$ cat src/rtl/ompss_manager_pkg.sv
// Shared OmpSs manager command word layout and command codes.
// Every block that decodes manager command words takes these values from here.
package OmpSsManager;

  localparam int unsigned CMD_TYPE_L = 0;
  localparam int unsigned CMD_TYPE_H = 7;

  localparam logic [7:0] CMD_LOCK_CODE   = 8'h04;
  localparam logic [7:0] CMD_UNLOCK_CODE = 8'h05;

endpackage

$ cat src/rtl/lock_cmd_arbiter_pkg.sv
// Types and helpers for the lock command arbiter.
// Command field positions and codes come from OmpSsManager.
package lock_cmd_arbiter_pkg;

  import OmpSsManager::*;

  localparam int unsigned CmdWidth = 64;

  typedef enum logic {
    StEmpty,
    StFull
  } slot_state_e;

  // True for the only command types the lock unit understands.
  function automatic logic is_lock_cmd(input logic [CmdWidth-1:0] word);
    logic [CMD_TYPE_H-CMD_TYPE_L:0] code;
    code = word[CMD_TYPE_H:CMD_TYPE_L];
    return (code == CMD_LOCK_CODE) || (code == CMD_UNLOCK_CODE);
  endfunction

endpackage

$ cat src/rtl/lock_cmd_arbiter_if.sv
// Accelerator command ports plus the single stream towards the lock unit.
// The arbiter uses the slave modport; command sources and the lock unit drive master.
interface lock_cmd_arbiter_if
  import lock_cmd_arbiter_pkg::*;
#(
  parameter int unsigned MAX_ACCS = 16
);

  localparam int unsigned TidWidth = $clog2(MAX_ACCS);

  logic [CmdWidth*MAX_ACCS-1:0] in_TDATA;
  logic [MAX_ACCS-1:0]          in_TVALID;
  logic [MAX_ACCS-1:0]          in_TREADY;

  logic [CmdWidth-1:0]          outStream_TDATA;
  logic                         outStream_TVALID;
  logic                         outStream_TREADY;
  logic [TidWidth-1:0]          outStream_TID;

  modport master (
    output in_TDATA,
    output in_TVALID,
    input  in_TREADY,
    input  outStream_TDATA,
    input  outStream_TVALID,
    output outStream_TREADY,
    input  outStream_TID
  );

  modport slave (
    input  in_TDATA,
    input  in_TVALID,
    output in_TREADY,
    output outStream_TDATA,
    output outStream_TVALID,
    input  outStream_TREADY,
    output outStream_TID
  );

endinterface

$ cat src/rtl/lock_arb_rr_select.sv
// Round-robin search: first set bit of valid_i at or above rr_ptr_i, wrapping to 0.
// Purely combinational.
module lock_arb_rr_select #(
  parameter int unsigned MAX_ACCS = 16,
  localparam int unsigned IdxWidth = $clog2(MAX_ACCS)
) (
  input  logic [MAX_ACCS-1:0] valid_i,
  input  logic [IdxWidth-1:0] rr_ptr_i,
  output logic                grant_o,
  output logic [IdxWidth-1:0] idx_o
);

  int unsigned pos;

  always_comb begin
    grant_o = 1'b0;
    idx_o   = '0;
    pos     = 0;
    // Scan from the farthest candidate down so the one nearest rr_ptr_i is written last.
    for (int i = MAX_ACCS - 1; i >= 0; i--) begin
      pos = 32'(rr_ptr_i) + 32'(i);
      if (pos >= MAX_ACCS) begin
        pos = pos - MAX_ACCS;
      end
      if (valid_i[IdxWidth'(pos)]) begin
        grant_o = 1'b1;
        idx_o   = IdxWidth'(pos);
      end
    end
  end

endmodule

$ cat src/rtl/lock_cmd_arbiter.sv
// Round-robin arbiter funnelling accelerator lock commands into one registered output slot.
// Define LOCK_ARB_FILTER_EN to consume, but not forward, words that are neither LOCK nor UNLOCK.
module lock_cmd_arbiter
  import lock_cmd_arbiter_pkg::*;
#(
  parameter int unsigned MAX_ACCS = 16
) (
  input logic               clk,
  input logic               rstn,
  lock_cmd_arbiter_if.slave bus
);

  localparam int unsigned TidWidth = $clog2(MAX_ACCS);

  slot_state_e         state_q, state_d;
  logic [TidWidth-1:0] rr_ptr_q, rr_ptr_d;
  logic [TidWidth-1:0] tid_q, tid_d;
  logic [CmdWidth-1:0] data_q, data_d;

  logic                sel_grant;
  logic [TidWidth-1:0] sel_idx;
  logic [CmdWidth-1:0] sel_word;
  logic                can_arb;
  logic                grant;
  logic                load;

  lock_arb_rr_select #(
    .MAX_ACCS (MAX_ACCS)
  ) u_rr_select (
    .valid_i  (bus.in_TVALID),
    .rr_ptr_i (rr_ptr_q),
    .grant_o  (sel_grant),
    .idx_o    (sel_idx)
  );

  assign sel_word = bus.in_TDATA[CmdWidth*32'(sel_idx) +: CmdWidth];

  always_comb begin
    can_arb = (state_q == StEmpty) || bus.outStream_TREADY;
    // rstn gating keeps every in_TREADY low for as long as reset is asserted.
    grant   = sel_grant && can_arb && rstn;
`ifdef LOCK_ARB_FILTER_EN
    load    = grant && is_lock_cmd(sel_word);
`else
    load    = grant;
`endif

    state_d  = state_q;
    data_d   = data_q;
    tid_d    = tid_q;
    rr_ptr_d = rr_ptr_q;

    if (load) begin
      state_d = StFull;
      data_d  = sel_word;
      tid_d   = sel_idx;
    end else if ((state_q == StFull) && bus.outStream_TREADY) begin
      state_d = StEmpty;
    end

    if (grant) begin
      rr_ptr_d = (sel_idx == TidWidth'(MAX_ACCS - 1)) ? '0 : sel_idx + 1'b1;
    end

    bus.in_TREADY = '0;
    if (grant) begin
      bus.in_TREADY[sel_idx] = 1'b1;
    end
  end

  always_ff @(posedge clk or negedge rstn) begin
    if (!rstn) begin
      state_q  <= StEmpty;
      rr_ptr_q <= '0;
      tid_q    <= '0;
      data_q   <= '0;
    end else begin
      state_q  <= state_d;
      rr_ptr_q <= rr_ptr_d;
      tid_q    <= tid_d;
      data_q   <= data_d;
    end
  end

  assign bus.outStream_TVALID = (state_q == StFull);
  assign bus.outStream_TDATA  = data_q;
  assign bus.outStream_TID    = tid_q;

endmodule

$ cat src/flat_wrapper.sv
// flat-port wrapper written by rule: the top's interface ports become plain ports
module lock_cmd_arbiter_flat import lock_cmd_arbiter_pkg::*;
#(
  parameter int unsigned MAX_ACCS = 16
)
  (clk, rstn, bus_in_TDATA, bus_in_TVALID, bus_in_TREADY, bus_outStream_TDATA, bus_outStream_TVALID, bus_outStream_TREADY, bus_outStream_TID);
  lock_cmd_arbiter_if #(.MAX_ACCS(MAX_ACCS)) bus_i ();
  input logic clk;
  input logic rstn;
  input wire logic [$bits(bus_i.in_TDATA)-1:0] bus_in_TDATA;
  input wire logic [$bits(bus_i.in_TVALID)-1:0] bus_in_TVALID;
  output wire logic [$bits(bus_i.in_TREADY)-1:0] bus_in_TREADY;
  output wire logic [$bits(bus_i.outStream_TDATA)-1:0] bus_outStream_TDATA;
  output wire logic [$bits(bus_i.outStream_TVALID)-1:0] bus_outStream_TVALID;
  input wire logic [$bits(bus_i.outStream_TREADY)-1:0] bus_outStream_TREADY;
  output wire logic [$bits(bus_i.outStream_TID)-1:0] bus_outStream_TID;
  assign bus_i.in_TDATA = bus_in_TDATA;
  assign bus_i.in_TVALID = bus_in_TVALID;
  assign bus_in_TREADY = bus_i.in_TREADY;
  assign bus_outStream_TDATA = bus_i.outStream_TDATA;
  assign bus_outStream_TVALID = bus_i.outStream_TVALID;
  assign bus_i.outStream_TREADY = bus_outStream_TREADY;
  assign bus_outStream_TID = bus_i.outStream_TID;
  lock_cmd_arbiter #(.MAX_ACCS(MAX_ACCS)) u_core (.clk(clk), .rstn(rstn), .bus(bus_i));
endmodule
$ cat config.mk
export PLATFORM = sky130hd
export DESIGN_NAME = lock_cmd_arbiter_flat
export DESIGN_NICKNAME = d
export VERILOG_FILES = /design/src/rtl/ompss_manager_pkg.sv /design/src/rtl/lock_cmd_arbiter_pkg.sv /design/src/rtl/lock_cmd_arbiter_if.sv /design/src/rtl/lock_arb_rr_select.sv /design/src/rtl/lock_cmd_arbiter.sv /design/src/flat_wrapper.sv
export SDC_FILE = /design/constraint.sdc
export NUM_CORES = 1
export LEC_CHECK = 0
export ABC_AREA = 1
export CAP_MARGIN = 20
export CORE_AREA = 2 2 437 439
export CTS_BUF_LIST = sky130_fd_sc_hd__clkbuf_2
export CTS_CLUSTER_DIAMETER = 120
export DETAILED_ROUTE_END_ITERATION = 10
export DIE_AREA = 0 0 439 441
export SLEW_MARGIN = 20
export SYNTH_ARGS = -nofsm -noshare
export SYNTH_HDL_FRONTEND = slang
export SYNTH_SLANG_ARGS = --single-unit
export TNS_END_PERCENT = 50
$ cat constraint.sdc
create_clock -name clk -period 3.9 [get_ports clk]
set_input_delay 0.585 -clock clk [delete_from_list [all_inputs] [get_ports clk]]
set_output_delay 0.585 -clock clk [all_outputs]
set_load 0.01 [all_outputs]
-- Yosys cells after proc, flatten, opt, wreduce, memory -nomap -nowiden
Cells that the tools add are included.
- output and inout port bits: 85
- word-level logic and storage cells: 165
- register bits after elaboration: 73
- bits of input ports: 1043
- multiplexer cells: 86
- magnitude comparators: 34
- add/sub/neg operators: 32
- equality and inequality tests: 1
- reductions and logical operators: 6
- shifts and indexed selects: 1
- bitwise gates (word level): 1
- operators by type and width (operator ; count):
    variable part select 1024 x 11 -> 64 bit ; 1
    2-to-1 mux 4 bit ; 33
    less-than comparator 4 x 5 -> 1 bit, second input constant ; 17
    greater-or-equal comparator 5 bit, second input constant ; 15
    binary-select mux 1 bit (select 4 bit) ; 16
    subtractor 4 x 1 -> 4 bit, second input constant ; 16
    adder 4 x 4 -> 5 bit, second input constant ; 8
    2-to-1 mux 1 bit ; 35
    adder 4 x 3 -> 5 bit, second input constant ; 4
    2-to-1 mux 16 bit ; 1
    adder 4 x 2 -> 5 bit, second input constant ; 2
    adder 4 x 1 -> 5 bit, second input constant ; 1
    greater-or-equal comparator 4 x 5 -> 1 bit, second input constant ; 1
    adder 4 x 1 -> 4 bit, second input constant ; 1
    demux 1 bit (select 4 bit) ; 1
    == test 4 bit, second input constant ; 1
    greater-or-equal comparator 4 x 1 -> 1 bit, second input constant ; 1
    logical AND 1 bit ; 4
    nonzero test 2 bit ; 1
    logical OR 1 bit ; 1
    inverter 1 bit ; 1

-- Depth between registers and ports, before layout
- depth after elaboration: 26
- gate-level depth with buffers: 38

-- Cells and area by module
From an unflattened synthesis, not the netlist that was laid out.
- cells, all modules: 3604
- area total of the unflattened synthesis: 16769.8 um^2
- modules (own cells, without submodules) (module ; seq. area each (um^2) ; cells each ; area an instance (um^2) ; instances):
    lock_cmd_arbiter ; 1826.8 ; 3240 ; 14985.6 ; 1
    lock_arb_rr_select ; 0.0 ; 364 ; 1784.2 ; 1

-- Worst setup path after synthesis
OpenSTA, ideal clock, no wires.
- path type: register -> output
- from: register u_core.rr_ptr_q[1]
- to: output port bus_in_TREADY[11]
- path slack: -0.164 ns
- path buffers: 5
- data arrival time: 3.479 ns
- cell stages (with the launch flop): 34
- required time: 3.315 ns
- cell sequence: dfrtp_1 -> inv_1 -> buf_2 -> ha_1 -> inv_1 -> buf_2 -> nand3_1 -> nand3_1 -> nand2_1 -> nand2_1 -> nand2_2 -> inv_2 -> nand2_1 -> nand2_1 -> nand2_1 -> nand2_1 -> nand2_1 -> nand2_1 -> nand2_1 -> nand2_1 -> nand2_1 -> nand2_1 -> nand2_1 -> nand2_1 -> nand2_1 -> nand2_1 -> nand2_2 -> nand2_2 -> buf_6 -> buf_6 -> buf_2 -> ha_1 -> nand2_1 -> nor2_1
- word-level cells in the longest chain between the ends: 26
- ends and longest elaborated chain (element ; RTL line ; text):
    start: declaration ; lock_cmd_arbiter.sv:16 ; logic [TidWidth-1:0] rr_ptr_q, rr_ptr_d;
    start signal: assignment ; lock_cmd_arbiter.sv:79 ; rr_ptr_q <= rr_ptr_d;
    adder 4 x 4 -> 5 bit ; lock_arb_rr_select.sv:21 ; pos = 32'(rr_ptr_i) + 32'(i);
    subtractor 4 x 1 -> 4 bit / greater-or-equal comparator 5 bit (equally long branches) ; lock_arb_rr_select.sv:23, lock_arb_rr_select.sv:22 ;
    2-to-1 mux 4 bit ; lock_arb_rr_select.sv:22 ; if (pos >= MAX_ACCS) begin
    binary-select mux 1 bit (select 4 bit) ; lock_arb_rr_select.sv:25 ; if (valid_i[IdxWidth'(pos)]) begin
    2-to-1 mux 1 bit (implied by the code) ; lock_arb_rr_select.sv:25 ;
    2-to-1 mux 4 bit (15 in a row) ; lock_arb_rr_select.sv:25 ;
    2-to-1 mux 4 bit (*) ; lock_arb_rr_select.sv:25 ;
    net u_core.sel_idx[0] ; lock_cmd_arbiter.sv:21 ; logic [TidWidth-1:0] sel_idx;
    less-than comparator 4 x 5 -> 1 bit (implied by the code) / greater-or-equal comparator 4 x 1 -> 1 bit (equally long branches) ; lock_cmd_arbiter.sv:67 ; bus.in_TREADY[sel_idx] = 1'b1;
    logical AND 1 bit (implied by the code) ; lock_cmd_arbiter.sv:67 ;
    2-to-1 mux 1 bit (implied by the code) ; lock_cmd_arbiter.sv:67 ;
    demux 1 bit (select 4 bit) (*) ; -- ;
    2-to-1 mux 16 bit (*) ; lock_cmd_arbiter.sv:66 ; if (grant) begin
    end: declaration ; flat_wrapper.sv:12 ; output wire logic [$bits(bus_i.in_TREADY)-1:0] bus_in_TREADY;
The timed path passes the listed nets; every way through them passes the cells marked *. The select of a mux whose other input is x is not followed.

-- Worst setup path in the final report
- from: register u_core.rr_ptr_q[1]
- to: output port bus_in_TREADY[10]
- word-level cells in the longest chain between the ends: 26
- ends and longest elaborated chain (element ; RTL line):
    adder 4 x 4 -> 5 bit ; lock_arb_rr_select.sv:21
    subtractor 4 x 1 -> 4 bit / greater-or-equal comparator 5 bit (equally long branches) ; lock_arb_rr_select.sv:23, lock_arb_rr_select.sv:22
    2-to-1 mux 4 bit ; lock_arb_rr_select.sv:22
    binary-select mux 1 bit (select 4 bit) ; lock_arb_rr_select.sv:25
    2-to-1 mux 1 bit (implied by the code) ; lock_arb_rr_select.sv:25
    2-to-1 mux 4 bit (16 in a row) ; lock_arb_rr_select.sv:25
    less-than comparator 4 x 5 -> 1 bit (implied by the code) / greater-or-equal comparator 4 x 1 -> 1 bit (equally long branches) ; lock_cmd_arbiter.sv:67
    logical AND 1 bit (implied by the code) ; lock_cmd_arbiter.sv:67
    2-to-1 mux 1 bit (implied by the code) ; lock_cmd_arbiter.sv:67
    demux 1 bit (select 4 bit) ; --
    2-to-1 mux 16 bit (*) ; lock_cmd_arbiter.sv:66
Every way passes the cells marked *; elsewhere a longest branch is shown, timed or not. The select of a mux whose other input is x is not followed.

==> impl_metrics.toml <==
[die]
fp.dieH_um = 441
die_w_um = 439
core_area_um2 = 189000
dieArea_um2 = 194000
rows = 160
start_util_pct = 8.66
pin_count = 1128

[route]
via_per_inst = 4.00
drt_iter0_markers = 2892
drc = 0
ant_nets = 0
vias = 29600
wl_mm = 189
firstDrtPassIters = 6
wl_per_cell_um = 25.6

[clock_tree]
cts_root_buf = "clkbuf_2"
cts_sinks = 73
cts-buffers-inserted = 9
clkTransAtPathRegs_ns = 0.50
htreeDepth = 3
clkLatencyLatePin_ns = 1.13
clk_path_buf_depth = 2
cts_tree = "done"

[sta]
worst_pin_slew_ns = 0.892
final_hold_viol_count = 0
fin_crit_sh_pct = 126
fmax_mhz = 203
finalClockSkew_ns = 0.0914
finalCriticalPeriod_ns = 4.93
rsz0062_at_grt = "true"
setup_viol = 81
finalMaxSlewViolations = 0
slew_headroom_pct = 40.5
layout_setup_ws_ns = -1.03

[global_routing]
grtUsageTotal_pct = 18.1
grt_max_degree = 176
antenna_found_initial = 103
grt-ovfl-total = 0
grt_pass1_wl_mm = 239
grt_pass1_vias = 27700

[placement]
portBuffers = 1127
place_congestion = 0.970
dp_hpwl_mm = 151
placed_cells = 7165

[final_layout]
final_cells = 7390
nets = 5879
area.growth.synth_to_final_pct = 133
postLayoutCoreUtil_pct = 20.2
n_fill_cell = 21600
drive_gt1_share_pct = 21.8

[synth]
yosys_warnings = 0
synthTopCellsByArea = "nand2_1 (47%), nand3_1 (22%), dfrtp_1 (11%)"
ys_seq_elements = 73
synthFlopType = "dfrtp_1"
synth-edff-count = 0
synth_most_common_cell = "nand2_1"
yosysTopAreaCellShare_pct = 46.8
syn_avg_cell_area_um2 = 4.68
synth_commonest_cells = "nand2_1 (2043), nand3_1 (708), nor2_1 (156)"
syn_inst = 3500
synth-async-reset-ratio_pct = 100
yosysSeqAreaShare_pct = 11.2
synthDistinctLibCells = 29
synth.cell_area_um2 = 16400
synth_area_leader_cell = "nand2_1"
syn_nets = 4554

[worst_setup_path]
crit_family = "simple AND/OR/NAND/NOR gates"
arrival_ns = 4.35
cp_common_cell = "nand2_1"
critical_path_class = "register to output port"
worstPathMaxFanout = 4
critPathMaxStageDelay_ns = 0.50
worstRegToRegCells = 37
regToRegSetupSlack_ns = -0.45
end_kind = "output port"
critPathLaunchType = "register"
cp.required_ns = 3.31
crit_path_top_delay_cell = "dfrtp_1"
cp.depth = 33
crit_buf_inv = 7

[status]
status = "complete, but fails checks"
violations = "setup timing"

[worst_hold_path]
worstHoldPathType = "primary input to register"
hold_depth = 9

[flow_run]
drv_cap = 0
[kinds of logic after synthesis]
kind of cell | share of synthesized area (%)
buffers and inverters | 10.9
XOR/XNOR | 0.267
flip-flops | 11.2
AO/OA/AOI/OAI | 1.86
adder cells (fa/ha/maj) | 0.840
AND/OR/NAND/NOR | 75.0
[state kept, by name (all words and copies together), names as in the netlist]
| name | count |
|---|---|
| u_core.bus.outStream_TVALID | 1 |
| u_core.bus.outStream_TDATA | 64 |
| u_core.rr_ptr_q | 4 |
| u_core.bus.outStream_TID | 4 |
[what timing repair did]
item,4_1_cts,5_1_grt
gates resized for setup,473,446
setup buffers,40,53
endpoints found under the hold margin,55,0
cloned,22,25
hold buffers,40,0
endpoints found under the setup margin,83,84
pin swaps,76,158
[worst min-delay path: cells and delay by family]
family | cells | cell delay (ns)
buf+inv | 1 | 0.40
simple gates | 8 | 0.45
[worst paths after layout]
kind                                                   from                              to
worst max-delay path                     u_core.rr_ptr_q[1]               bus_in_TREADY[10]
worst min-delay path                      bus_in_TDATA[230]  u_core.bus.outStream_TDATA[38]
worst max register to register           u_core.rr_ptr_q[0]  u_core.bus.outStream_TDATA[47]
worst min register to register  u_core.bus.outStream_TID[1]     u_core.bus.outStream_TID[1]
max in group asynchronous                              rstn  u_core.bus.outStream_TDATA[45]
min in group asynchronous                              rstn  u_core.bus.outStream_TDATA[31]
[layer usage]
metal | up-vias | share of wire [%] | global-route usage (%)
met3 | 316 | 8.7 | 4.73
li1 | 13700 | - | -
met5 | - | 0.13 | 0
met4 | 40 | 4.7 | 8.00
met2 | 1532 | 48 | 30.2
met1 | 14000 | 39 | 21.7
[cell usage in the layout, fill, tap and decap left out, types with 49 or more instances in the layout]
cell type / n
nand3_1: 577
buf_12: 70
nand2_1: 1719
diode_2: 49
inv_1: 83
clkdlybuf4s50_1: 1110
or2_2: 64
nor2_1: 116
buf_4: 198
nand2_4: 78
buf_6: 69
dfrtp_1: 72
nand3_2: 89
nand2_2: 245
[through the flow]
step	setup TNS [ns]	area, µm²	hold slack [ns]	setup WS, ns
finish	-36.67	38200	0.247	-1.03
global route	-63.59	38200	0.102	-1.47
CTS	-36.91	35600	0.000463	-1.29
detailed placement	-49.77	32500	0.479	-1.17
global placement	-60.39	32500	0.471	-1.30
floorplan	0	16400	0.289	0.00329
[area by class of cell]
type	instances	area [µm²]	share of cell area, %
sequential	73	1830	4.78
timing repair buffer	1577	17200	45.0
clock buffer	9	45.0	0.118
antenna	49	123	0.321
multi-input combinational	3058	15400	40.3
clock inverter	7	67.6	0.177
inverter	106	447	1.17
tap	2511	3140	8.22
Power is left out: the tool's default activity adds up to more than one toggle a clock period on the data nets, which glitch-free logic cannot reach.
